===== config.mk =====
export PLATFORM = sky130hd
export DESIGN_NAME = hazard_stall_unit
export DESIGN_NICKNAME = d
export VERILOG_FILES = /design/src/rtl/hazard_stall_unit.sv
export SDC_FILE = /design/constraint.sdc
export NUM_CORES = 1
export LEC_CHECK = 0
export CAP_MARGIN = 10
export CORE_ASPECT_RATIO = 0.8
export CORE_UTILIZATION = 30
export CTS_CLUSTER_DIAMETER = 40
export CTS_CLUSTER_SIZE = 8
export DETAILED_ROUTE_END_ITERATION = 12
export DONT_BUFFER_PORTS = 1
export PLACE_DENSITY = 0.54
export RECOVER_POWER = 100
export SKIP_LAST_GASP = 1
export SYNTH_ARGS = -nofsm -noshare
export SYNTH_HDL_FRONTEND = slang
export SYNTH_SLANG_ARGS = --single-unit

===== constraint.sdc =====
create_clock -name clk -period 3.8 [get_ports clk]
set_clock_uncertainty 0.1 [all_clocks]
set_input_delay 0.38 -clock clk [delete_from_list [all_inputs] [get_ports clk]]
set_output_delay 0.38 -clock clk [all_outputs]
set_load 0.01 [all_outputs]

===== src/rtl/hazard_stall_unit.sv =====
// hazard_stall_unit
//   Producer-side tracker for the 5-stage core. It follows the destination
//   register and load status of the instructions in EX, MEM and WB. It then
//   raises the stall, bubble and flush controls for the hazards that the
//   ID-stage forwarding unit cannot resolve, and it freezes the pipeline while
//   data memory is busy.
//
// Ports
//   clk, reset        core clock, synchronous active-high reset
//   id_valid          ID stage holds a real instruction
//   id_rs1/id_rs2     ID source registers, qualified by id_use_rs1/id_use_rs2
//   id_branch         ID instruction is a conditional branch resolved in ID
//   id_rd             ID destination register
//   id_reg_write      ID instruction writes id_rd
//   id_mem_read       ID instruction is a load
//   branch_taken      branch in ID resolved taken this cycle
//   mem_busy          data memory not ready; freezes the pipeline
//   addr_write_mem    rd of the MEM instruction, 0 if it does not write
//   addr_write_wb     rd of the WB instruction, 0 if it does not write
//   stall_pc          hold PC
//   stall_ifid        hold IF/ID
//   bubble_idex       load a NOP into ID/EX
//   flush_ifid        clear IF/ID
//   freeze            hold all pipeline registers
//   stall_cycles      saturating count of cycles with stall_pc asserted
module hazard_stall_unit #(
  parameter int REG_AW = 5,
  parameter int CNT_W  = 32
) (
  input  logic              clk,
  input  logic              reset,
  input  logic              id_valid,
  input  logic [REG_AW-1:0] id_rs1,
  input  logic [REG_AW-1:0] id_rs2,
  input  logic              id_use_rs1,
  input  logic              id_use_rs2,
  input  logic              id_branch,
  input  logic [REG_AW-1:0] id_rd,
  input  logic              id_reg_write,
  input  logic              id_mem_read,
  input  logic              branch_taken,
  input  logic              mem_busy,
  output logic [REG_AW-1:0] addr_write_mem,
  output logic [REG_AW-1:0] addr_write_wb,
  output logic              stall_pc,
  output logic              stall_ifid,
  output logic              bubble_idex,
  output logic              flush_ifid,
  output logic              freeze,
  output logic [CNT_W-1:0]  stall_cycles
);

  logic [REG_AW-1:0] ex_rd, mem_rd, wb_rd;
  logic              ex_we, ex_ld, mem_we, mem_ld, wb_we;
  logic              ex_match, mem_match, hazard;

  // A source operand depends on a stage only if that operand is really read,
  // the operand is not x0, and the stage really writes that register.
  function automatic logic src_match(input logic              use_bit,
                                     input logic [REG_AW-1:0] src,
                                     input logic [REG_AW-1:0] rd,
                                     input logic              we);
    return use_bit && (src != '0) && (src == rd) && we;
  endfunction

  // ID-stage hazard detection against the tracked producers
  always_comb begin
    ex_match  = src_match(id_use_rs1, id_rs1, ex_rd, ex_we) ||
                src_match(id_use_rs2, id_rs2, ex_rd, ex_we);
    mem_match = src_match(id_use_rs1, id_rs1, mem_rd, mem_we) ||
                src_match(id_use_rs2, id_rs2, mem_rd, mem_we);
    // Non-branches forward from EX except when EX holds a load. A branch
    // compares in ID, so it cannot use any EX result. It also cannot use a
    // load that is still in MEM. A load directly ahead of a dependent branch
    // therefore stalls twice: first on EX, then on MEM.
    hazard = id_valid && ((!id_branch && ex_match && ex_ld) ||
                          ( id_branch && ex_match) ||
                          ( id_branch && mem_match && mem_ld));
  end

  // Priority is freeze, then hazard, then flush. A taken branch that is
  // suppressed here is re-presented upstream once the branch resolves.
  assign freeze         = mem_busy;
  assign stall_pc       = mem_busy || hazard;
  assign stall_ifid     = mem_busy || hazard;
  assign bubble_idex    = hazard && !mem_busy;
  assign flush_ifid     = branch_taken && !hazard && !mem_busy;
  assign addr_write_mem = mem_we ? mem_rd : '0;
  assign addr_write_wb  = wb_we  ? wb_rd  : '0;

  // EX -> MEM -> WB tracker advance, plus the stall counter
  always_ff @(posedge clk) begin
    if (reset) begin
      ex_rd        <= '0;
      ex_we        <= 1'b0;
      ex_ld        <= 1'b0;
      mem_rd       <= '0;
      mem_we       <= 1'b0;
      mem_ld       <= 1'b0;
      wb_rd        <= '0;
      wb_we        <= 1'b0;
      stall_cycles <= '0;
    end else begin
      if (!mem_busy) begin
        wb_rd  <= mem_rd;
        wb_we  <= mem_we;
        mem_rd <= ex_rd;
        mem_we <= ex_we;
        mem_ld <= ex_ld;
        if (hazard || !id_valid) begin
          ex_rd <= '0;
          ex_we <= 1'b0;
          ex_ld <= 1'b0;
        end else begin
          ex_rd <= id_rd;
          ex_we <= id_reg_write;
          ex_ld <= id_mem_read;
        end
      end
      if (stall_pc && (stall_cycles != '1))
        stall_cycles <= stall_cycles + CNT_W'(1);
    end
  end

endmodule


==> results of run 1 <==
per-stage QoR:
step / utilization, % / hold WS [ns] / std cells
after floorplan: - / 0.356 / 329
after global placement: 32.1 / 0.356 / 425
after detailed placement: 32.1 / 0.356 / 425
after CTS: 33.7 / 0.0397 / 433
after global routing: 33.5 / 0.0422 / 433
final: 33.5 / 0.0643 / 433
cells in the mapped netlist (5+ instances only):
cell type	instances
a21oi_1	12
nand2_1	11
mux2_1	16
or4_1	7
buf_2	5
inv_1	5
xor2_1	12
clkbuf_1	9
and2_1	13
nor3_1	8
o21ai_1	5
nand4_1	5
nor2_1	41
mux2i_1	13
dfxtp_1	52
xnor2_1	8
nor2b_1	18
nor4_1	12
a32oi_1	7
nand3_1	15
metal layers:
metal  part of all wire [%]  global-route usage, %  wire (microns)
met5                      0                      0               0
met4                    1.5                   5.78             106
met3                    7.7                   3.91             538
met2                     42                   21.0            2970
met1                     48                   20.6            3400
path summary, 6_finish.rpt:
| kind | from | endpoint | slack (ns) | cells after the start |
|---|---|---|---|---|
| hold reg to reg | wb_rd[1] | wb_rd[1] | 0.40 | 2 |
| setup / recovery | ex_we | flush_ifid | 0.63 | 7 |
| hold / removal | reset | stall_cycles[5] | 0.06 | 1 |
| setup reg to reg | stall_cycles[7] | stall_cycles[15] | 0.69 | 8 |
registers in the layout, summed over array words and instances (netlist names):
signal and flops:
wb_rd 5, mem_ld 1, ex_we 1, stall_cycles 32, mem_we 1, ex_ld 1, ex_rd 5, mem_rd 5
wb_we 1
worst max-delay path: stages, from the launching register on:
cell      delay (ns)
dfxtp_1         0.36
o21ai_0         0.18
nor4_1          0.33
nand3_1         0.12
o22ai_1         0.33
a221oi_4        0.12
clkbuf_2        0.52
and2_0          0.42
cell usage in the layout, fill, tap and decap left out, types with 3 or more instances in the layout:
master	netlist	layout
a21oi_1	12	12
a32oi_1	7	7
and2_0	0	11
and3_1	3	3
and4_1	4	4
clkbuf_16	0	5
dfxtp_1	52	52
inv_1	5	5
mux2_1	16	16
mux2i_1	13	13
nand2_1	11	11
nand3_1	15	16
nand4_1	5	5
nor2_1	41	41
nor2b_1	18	18
nor3_1	8	8
nor4_1	12	12
o21ai_1	5	5
o21ba_2	3	3
o31a_1	3	3
o31ai_1	4	4
o41ai_1	4	4
or3_1	4	4
or4_1	7	7
xnor2_1	8	8
xor2_1	12	12
where the power goes:
group	internal (mW)	total (mW)	switching (mW)
Clock	0.246	0.454	0.208
Combinational	0.0241	0.0475	0.0235
Sequential	0.551	0.561	0.00986
Total	0.821	1.06	0.241
final cells by class:
class,instances,share of cell area [%]
well taps,115,4.65
repair buffers,3,0.646
clock buffers,6,4.16
inverters,5,0.606
flip-flops and latches,52,33.6
multi-input cells,250,55.8
clock inverters,2,0.525
cell families after synthesis:
logic type | Yosys count
adders and majority gates | 1
and+or+nand+nor | 155
buffers and inverters | 27
AOI/OAI and AO/OA | 44
xor gates and xnor gates | 20
muxes | 30
DFF | 52
==> metrics, run 1 <==
H-tree Lvls 2; global placement routability congestion approximately 0.84; status finished, violations left; Clk pin slew, worst setup/hold paths 0.07 ns; largest family of logic cells by synthesized area simple AND/OR/NAND/NOR gates; Max clock buf depth 2; Final TNS setup 0 ns; Initial Util between 30% and 40%; Sequential Area around 1000 sq um; Layout area overhead 6.50%; Rows 31; failing checks DRC; final WL about 7000 microns; critical path arrival between 2 and 3 ns; total track usage between 10% and 20%; yosys warns 0; maxcap violations 0; final cycle utilization of the critical path about 83%; share of layout cells above drive strength 1 roughly 6.3%; Synth area leader dfxtp_1; Synth Flop Type dfxtp_1; syn_area_per_cell around 8.8 sq um; filler cell count around 970; distinct cell type count after synthesis 46; Post-Synth Adder-Cell Area less than 1%; I/O Buffers 0; via count roughly 2,400; finished layout cell area ~3100 sq um; pwr dens roughly 340 nW/um^2; Final Hold Viols 0; RSZ-0062 raised after global routing false; vias in the first global route approximately 2,200; clock sink total 52; mux cell area share after synthesis between 10 and 15%; Die W around 110 microns; post-cts sizing count 0; Cell Area, Synth slightly below 3000 sq um; HP Class input pin to register; maximum resistive drop on vdd between 0.15 and 0.2 mV; fin nets between 300 and 400; Post-Synth Simple-Gate Area a little under a third; worst setup slack after placement 0.886 ns; Vias/cell approximately 5.5; DRC Markers 4; register area share after synthesis between 30% and 40%; area of the core about 9200 sq um; placed cell areas around 3000 sq um; # IOs ~70; antenna fix cells 0; CTS root buf clkbuf_16; Max transition margin 41.1%; Clock Latency Late Sink around 0.30 ns; total chip power 1.06 mW; Wirelength per Cell roughly 16 microns; Critical Path RT ~3.3 ns; Multi-input gate area around 1700 sq um; timing-limited maximum frequency 316 MHz; first-pass GRT wire length 11,800 microns; HPWL after DPL 4950 microns; largest net degree at the start of global routing 70; fin crit period approximately 3.2 ns; Post-CTS Setup Repair Bufs 0; Crit Path Category register to output port; Final setup viols 0; Syn Inst Count 329; Max Slew Vio Count 0; worst setup margin between 0.6 and 0.7 ns; antenna viol nets, final 0; most area-consuming cells after synthesis dfxtp_1 36%, mux2_1 6.2%, nor2_1 5.3%; Tightest Pin Transition slightly below 0.9 ns; total CTS buffers 5; Pre-Repair DR Iteration Count 9; number of synthesized flops with an enable pin 0; Synth top area share around 36%; crit path max fanout 49; Synth Area in XOR/XNOR under 10%; Static Leakage between 1 and 1.5 nW; die height around 90 microns; critical path launch point type register; Die ar. a little over 10,000 sq um; syn_nets around 360; # hold bufs at CTS 0; DRT iter0 DRCs 164; CTS tree done; crit path capture type output port; #FFs+latches synth 52; antenna violations before repair 0; Compound-Gate Fraction of Synth Area between 10% and 20%; FFs w/ async S/R, synth 0%; GRT overflow 0
Power figures use the tool's default switching activity.
==> run 2, diff against run 1 <==
==> constraint.sdc (replaced) <==
create_clock -name clk -period 3 [get_ports clk]
set_clock_uncertainty 0.1 [all_clocks]
set_input_delay 0.3 -clock clk [delete_from_list [all_inputs] [get_ports clk]]
set_output_delay 0.3 -clock clk [all_outputs]
set_load 0.01 [all_outputs]
==> run 2 against run 1 <==
Effect of this change: the flow still finishes with violations (DRC); via count rose by 2.2%; critical path depth did not move; non-clock buffer count rose by 8; register-to-register slack got worse by 0.46 ns; sequential power rose by 27%; first-iteration DRC count fell by 38%; global-route usage fell by 0.61 points; critical endpoint is now stall_cycles[14]; core utilization rose by 1.2 points; cell count rose by 2.1%; final area rose by 3.6%; total power rose by 35%; combinational power rose by 55%.
==> metrics, run 2 (same netlist as run 1, synthesis figures left out) <==
maximum resistive drop on vdd between 0.2 and 0.3 mV; Combinational Power Share about 5.2%; final cycle utilization of the critical path around 90%; antenna violations before repair 0; total track usage between 10% and 20%; RSZ-0062 raised after global routing false; status finished, violations left; vias in the first global route around 2,200; share of total power in sequential cells 49.8%; Max clock buf depth 2; switching pwr 0.302 mW; largest net degree at the start of global routing 39; Max Slew Vio Count 0; # IOs between 70 and 80; max reg flops 32; antenna fix cells 0; Crit Path Category register to register; Initial Util a little under a third; global placement routability congestion around 0.80; most flop-heavy register stall_cycles; fin nets between 300 and 400; timing-limited maximum frequency roughly 360 MHz; Wirelength per Cell 16.5 microns; I/O Buffers 0; DRC Markers 4; most frequent cells in the layout 52 x dfxtp_1, 41 x nor2_1, 18 x nor2b_1, 16 x mux2_1, 15 x nand3_1; critical path arrival 2.85 ns; maxcap violations 0; Die ar. a little over 10,000 sq um; crit path capture type register; fin crit period about 2.8 ns; final WL 7290 microns; total CTS buffers 5; share of layout cells above drive strength 1 around 8.0%; die height between 90 and 100 microns; total chip power ~1.4 mW; GRT overflow 0; HPWL after DPL between 4000 and 5000 microns; Static Leakage 1.14 nW; Rows 31; Max transition margin 54.0%; failing checks DRC; Critical Path RT 3.07 ns; Final Hold Viols 0; area of the core just over 9000 sq um; HP Class input pin to register; DRT iter0 DRCs between 100 and 150; Vias/cell 5.48; via count between 2,000 and 2,500; clock share of power between 40 and 50%; CP max stage delay roughly 0.49 ns; Sw Share a little over a fifth; clock sink total 52; CTS root buf clkbuf_16; commonest non-fill, non-tap cell in the layout dfxtp_1; antenna viol nets, final 0; crit path max fanout 18; Tightest Pin Transition 0.691 ns; Die W about 110 microns; Pint between 1 and 1.5 mW; Clock Latency Late Sink 0.29 ns; pwr dens ~450 nW/um^2; CP max stage cell dfxtp_1; filler cell count 980; Final setup viols 0; first-pass GRT wire length about 11,000 microns; CTS tree done; Layout area overhead 10.3%; H-tree Lvls 2; CP Cell Sequence nand4_2 -> nor4_4 -> nand3_4 -> nor4_2 -> clkbuf_2 -> nor4_1 -> mux2_1; Pre-Repair DR Iteration Count 8; Final TNS setup 0 ns; critical path launch point type register; Clk pin slew, worst setup/hold paths approximately 0.070 ns
## run 2: final timing paths
path | startpoint | endpoint | slack, ns | cells past startpoint
worst max register to register | stall_cycles[7] | stall_cycles[14] | 0.23 | 7
worst min register to register | wb_rd[3] | wb_rd[3] | 0.40 | 2
worst min-delay path | mem_busy | ex_rd[0] | 0.06 | 2
worst max-delay path | stall_cycles[7] | stall_cycles[14] | 0.23 | 7
## run 2: power by group through the flow
stage | Clock [mW] | Combinational, mW | Sequential [mW]
after detailed placement | 0 | 0.0626 | 0.727
after global placement | 0 | 0.0612 | 0.727
final | 0.644 | 0.0737 | 0.711
after CTS | 0.664 | 0.0730 | 0.711
after floorplan | 0 | 0.0714 | 0.722
after global routing | 0.691 | 0.0817 | 0.712
## run 2: layout make-up
type	count	area, sq um	area share [%]
tap	115	144	4.49
sequential	52	1040	32.5
inverter	5	18.8	0.585
clock buffer	6	129	4.02
timing repair buffer	11	86.3	2.69
multi-input combinational	251	1750	54.7
clock inverter	2	35.0	1.09
## run 2: repair_timing
action / in CTS / in global routing
endpoints found under the hold margin: 32 / 0
setup endpoints to repair: 0 / 3
hold buffers: 1 / 0
setup buffers: 0 / 0
gates resized for setup: 0 / 1
## run 2: metal layers
metal / vias up / GRT usage [%] / wire length, microns
li1: 1193 / - / -
met1: 1174 / 18.8 / 3600
met2: 48 / 21.2 / 3150
met3: 5 / 4.72 / 474
met4: 0 / 4.00 / 69
met5: - / 0 / 0
## run 2: through the flow
step,area (sq um),util [%],hold WS (ns),cells,worst slack [ns]
CTS,3220,34.8,0.0481,441,0.0558
detailed placement,3030,32.8,0.278,432,0.112
finish,3210,34.7,0.0567,442,0.226
global placement,3030,32.8,0.276,432,0.162
floorplan,2910,-,0.356,329,0.541
global route,3210,34.7,0.0487,442,0.0538
## run 2: worst max-delay path: cells and delay by family, from the launching register on
family                 cells  cell delay, ns
buffers and inverters      1            0.42
flip-flops                 1            0.49
multiplexers               1            0.34
AND/OR/NAND/NOR            5            1.32
==> run 3, diff against run 2 <==
--- a/config.mk
+++ b/config.mk
@@ -11,8 +11,7 @@
 export CTS_CLUSTER_DIAMETER = 40
 export CTS_CLUSTER_SIZE = 8
 export DETAILED_ROUTE_END_ITERATION = 12
-export DONT_BUFFER_PORTS = 1
-export PLACE_DENSITY = 0.54
+export PLACE_DENSITY = 0.63
 export RECOVER_POWER = 100
 export SKIP_LAST_GASP = 1
 export SYNTH_ARGS = -nofsm -noshare
==> constraint.sdc (replaced) <==
create_clock -name clk -period 2.6 [get_ports clk]
set_clock_uncertainty 0.1 [all_clocks]
set_input_delay 0.26 -clock clk [delete_from_list [all_inputs] [get_ports clk]]
set_output_delay 0.26 -clock clk [all_outputs]
set_load 0.01 [all_outputs]
==> run 3 against run 2 <==
Effect of this change: the flow finishes with violations (DRC, setup timing); largest cell class unchanged; critical path type unchanged; first-iteration DRC count up 20%; non-clock buffer count rose by 106; core utilization increased by 12 points; total power rose by 15%; count of clock-buffer cells in the layout did not move; worst setup slack got worse by 0.25 ns; fmax increased by 5.6%.
==> metrics, run 3 (same netlist as run 1, synthesis figures left out) <==
status finished, violations left; failing checks DRC, setup timing; worst flop-to-flop path endpoint stall_cycles[31]; # IOs slightly above 70; CTS tree done; Sw Share between 20% and 30%; final hold slack around 0.40 ns; most frequent cells in the layout 56 x clkdlybuf4s50_1, 51 x dfxtp_1, 41 x nor2_1, 40 x buf_4, 18 x nor2b_1; maxcap violations 0; fin crit period 2.63 ns; hold wc startpoint wb_rd[1]; Clk pin slew, worst setup/hold paths ~0.070 ns; fin nets about 460; clock sink total 52; DRT iter0 DRCs roughly 120; pwr dens between 300 and 400 nW/um^2; R2R cell count 10; Die W between 100 and 150 microns; reg-to-reg setup timing slack -0.03 ns; Final TNS setup -0.0649 ns; HP Class register to register; commonest non-fill, non-tap cell in the layout clkdlybuf4s50_1; CP max stage delay between 0.5 and 0.6 ns; RSZ-0062 raised after global routing true; CP Cell Sequence xor2_1 -> nor4_2 -> nand3_1 -> o22ai_4 -> a221oi_4 -> buf_12 -> buf_12 -> buf_12 -> or4_4 -> a21oi_2; Final Hold Viols 0; GRT overflow 0; first-pass GRT wire length between 10,000 and 15,000 microns; total track usage 15.7%; hold path depth 2; timing-limited maximum frequency around 380 MHz; critical path arrival roughly 2.7 ns; antenna fix cells 0; reg2reg start ex_rd[2]; Max clock buf depth 2; Wirelength per Cell roughly 15 microns; Layout area overhead 48.4%; share of total power in sequential cells between 40% and 50%; critical path launch point type register; switching pwr 0.388 mW; DRC Markers 3; HPWL after DPL about 5800 microns; Tightest Pin Transition 0.922 ns; I/O Buffers 71; Critical Path RT ~2.7 ns; max reg flops 32; die height between 90 and 100 microns; largest net degree at the start of global routing ~50; Pint 1.26 mW; final cycle utilization of the critical path 101%; total CTS buffers 5; clock share of power a little under two fifths; Die ar. ~10,000 sq um; Pre-Repair DR Iteration Count 8; Clock Latency Late Sink ~0.28 ns; Top Family by Delay on Critical Path simple AND/OR/NAND/NOR gates; maximum resistive drop on vdd roughly 0.24 mV; vias in the first global route ~2,600; Vias/cell ~5.2; Max transition margin about two fifths; worst setup margin -0.0257 ns; Crit Path Category register to register; global placement routability congestion 0.892; # hold bufs at CTS 0; Rows 31; Static Leakage approximately 1.7 nW; crit path capture type register; Final setup viols 6; most frequent CP cell buf_12; hold endpoint wb_rd[1]; H-tree Lvls 2; share of layout cells above drive strength 1 around 20%; Max Slew Vio Count 0; Combinational Power Share between 10% and 20%; CP max stage cell or4_4; antenna violations before repair 0; Initial Util a little under a third; final WL about 8200 microns; via count about 2,800; crit path max fanout 15; CTS root buf clkbuf_16; CP bufs+invs 3; most flop-heavy register stall_cycles; antenna viol nets, final 0; area of the core between 9000 and 10,000 sq um
-- run 3: worst max-delay path by stage --
stage / end / from / slack, ns / depth (start not counted)
finish: stall_cycles[31] / ex_rd[2] / -0.03 / 10
global route: stall_cycles[26] / ex_rd[2] / -0.09 / 9
CTS: stall_cycles[24] / id_rs1[3] / -0.05 / 12
detailed placement: stall_cycles[24] / id_branch / -0.53 / 10
global placement: stall_cycles[20] / id_branch / -0.51 / 10
floorplan: stall_cycles[17] / stall_cycles[8] / 0.22 / 8
-- run 3: area by class of cell --
class	instances	area, sq um
clock buffer	6	129
clock inverter	1	5.00
fill	883	4920
inverter	5	18.8
multi-input combinational	250	1850
sequential	52	1040
tap	115	144
timing repair buffer	117	1120
-- run 3: per-layer routing --
| layer | vias to the layer above | global-route usage, % | part of all wire [%] |
|---|---|---|---|
| li1 | 1401 | - | - |
| met1 | 1351 | 22.1 | 50 |
| met2 | 58 | 24.9 | 46 |
| met3 | 2 | 2.29 | 3.6 |
| met4 | 0 | 4.33 | 0.58 |
| met5 | - | 0 | 0 |
-- run 3: tightest hold or removal path: stages (launching register included) --
cell and delay, ns:
dfxtp_1 0.33, mux2i_1 0.07, nor2_1 0.07
-- run 3: through the flow --
step / setup WS (ns) / std cells / area (sq um) / util [%] / power (mW)
finish: -0.0257 / 546 / 4310 / 46.7 / 1.65
floorplan: 0.216 / 329 / 2910 / - / 0.916
global route: -0.0923 / 546 / 4310 / 46.7 / 1.72
global placement: -0.506 / 534 / 3970 / 43.0 / 1.01
CTS: -0.0491 / 543 / 4160 / 45.1 / 1.65
detailed placement: -0.535 / 534 / 3970 / 43.0 / 1.01
-- run 3: timing repair --
action	CTS	global route
gates cloned	0	2
pin swaps	13	11
resized for setup	33	22
setup buffers	2	2
endpoints found under the setup margin	34	31
-- run 3: power groups by stage --
stage	registers (mW)	clock network [mW]	logic, mW
global route	0.817	0.683	0.217
detailed placement	0.834	0	0.178
floorplan	0.833	0	0.0824
global placement	0.834	0	0.175
CTS	0.816	0.652	0.182
finish	0.815	0.632	0.202
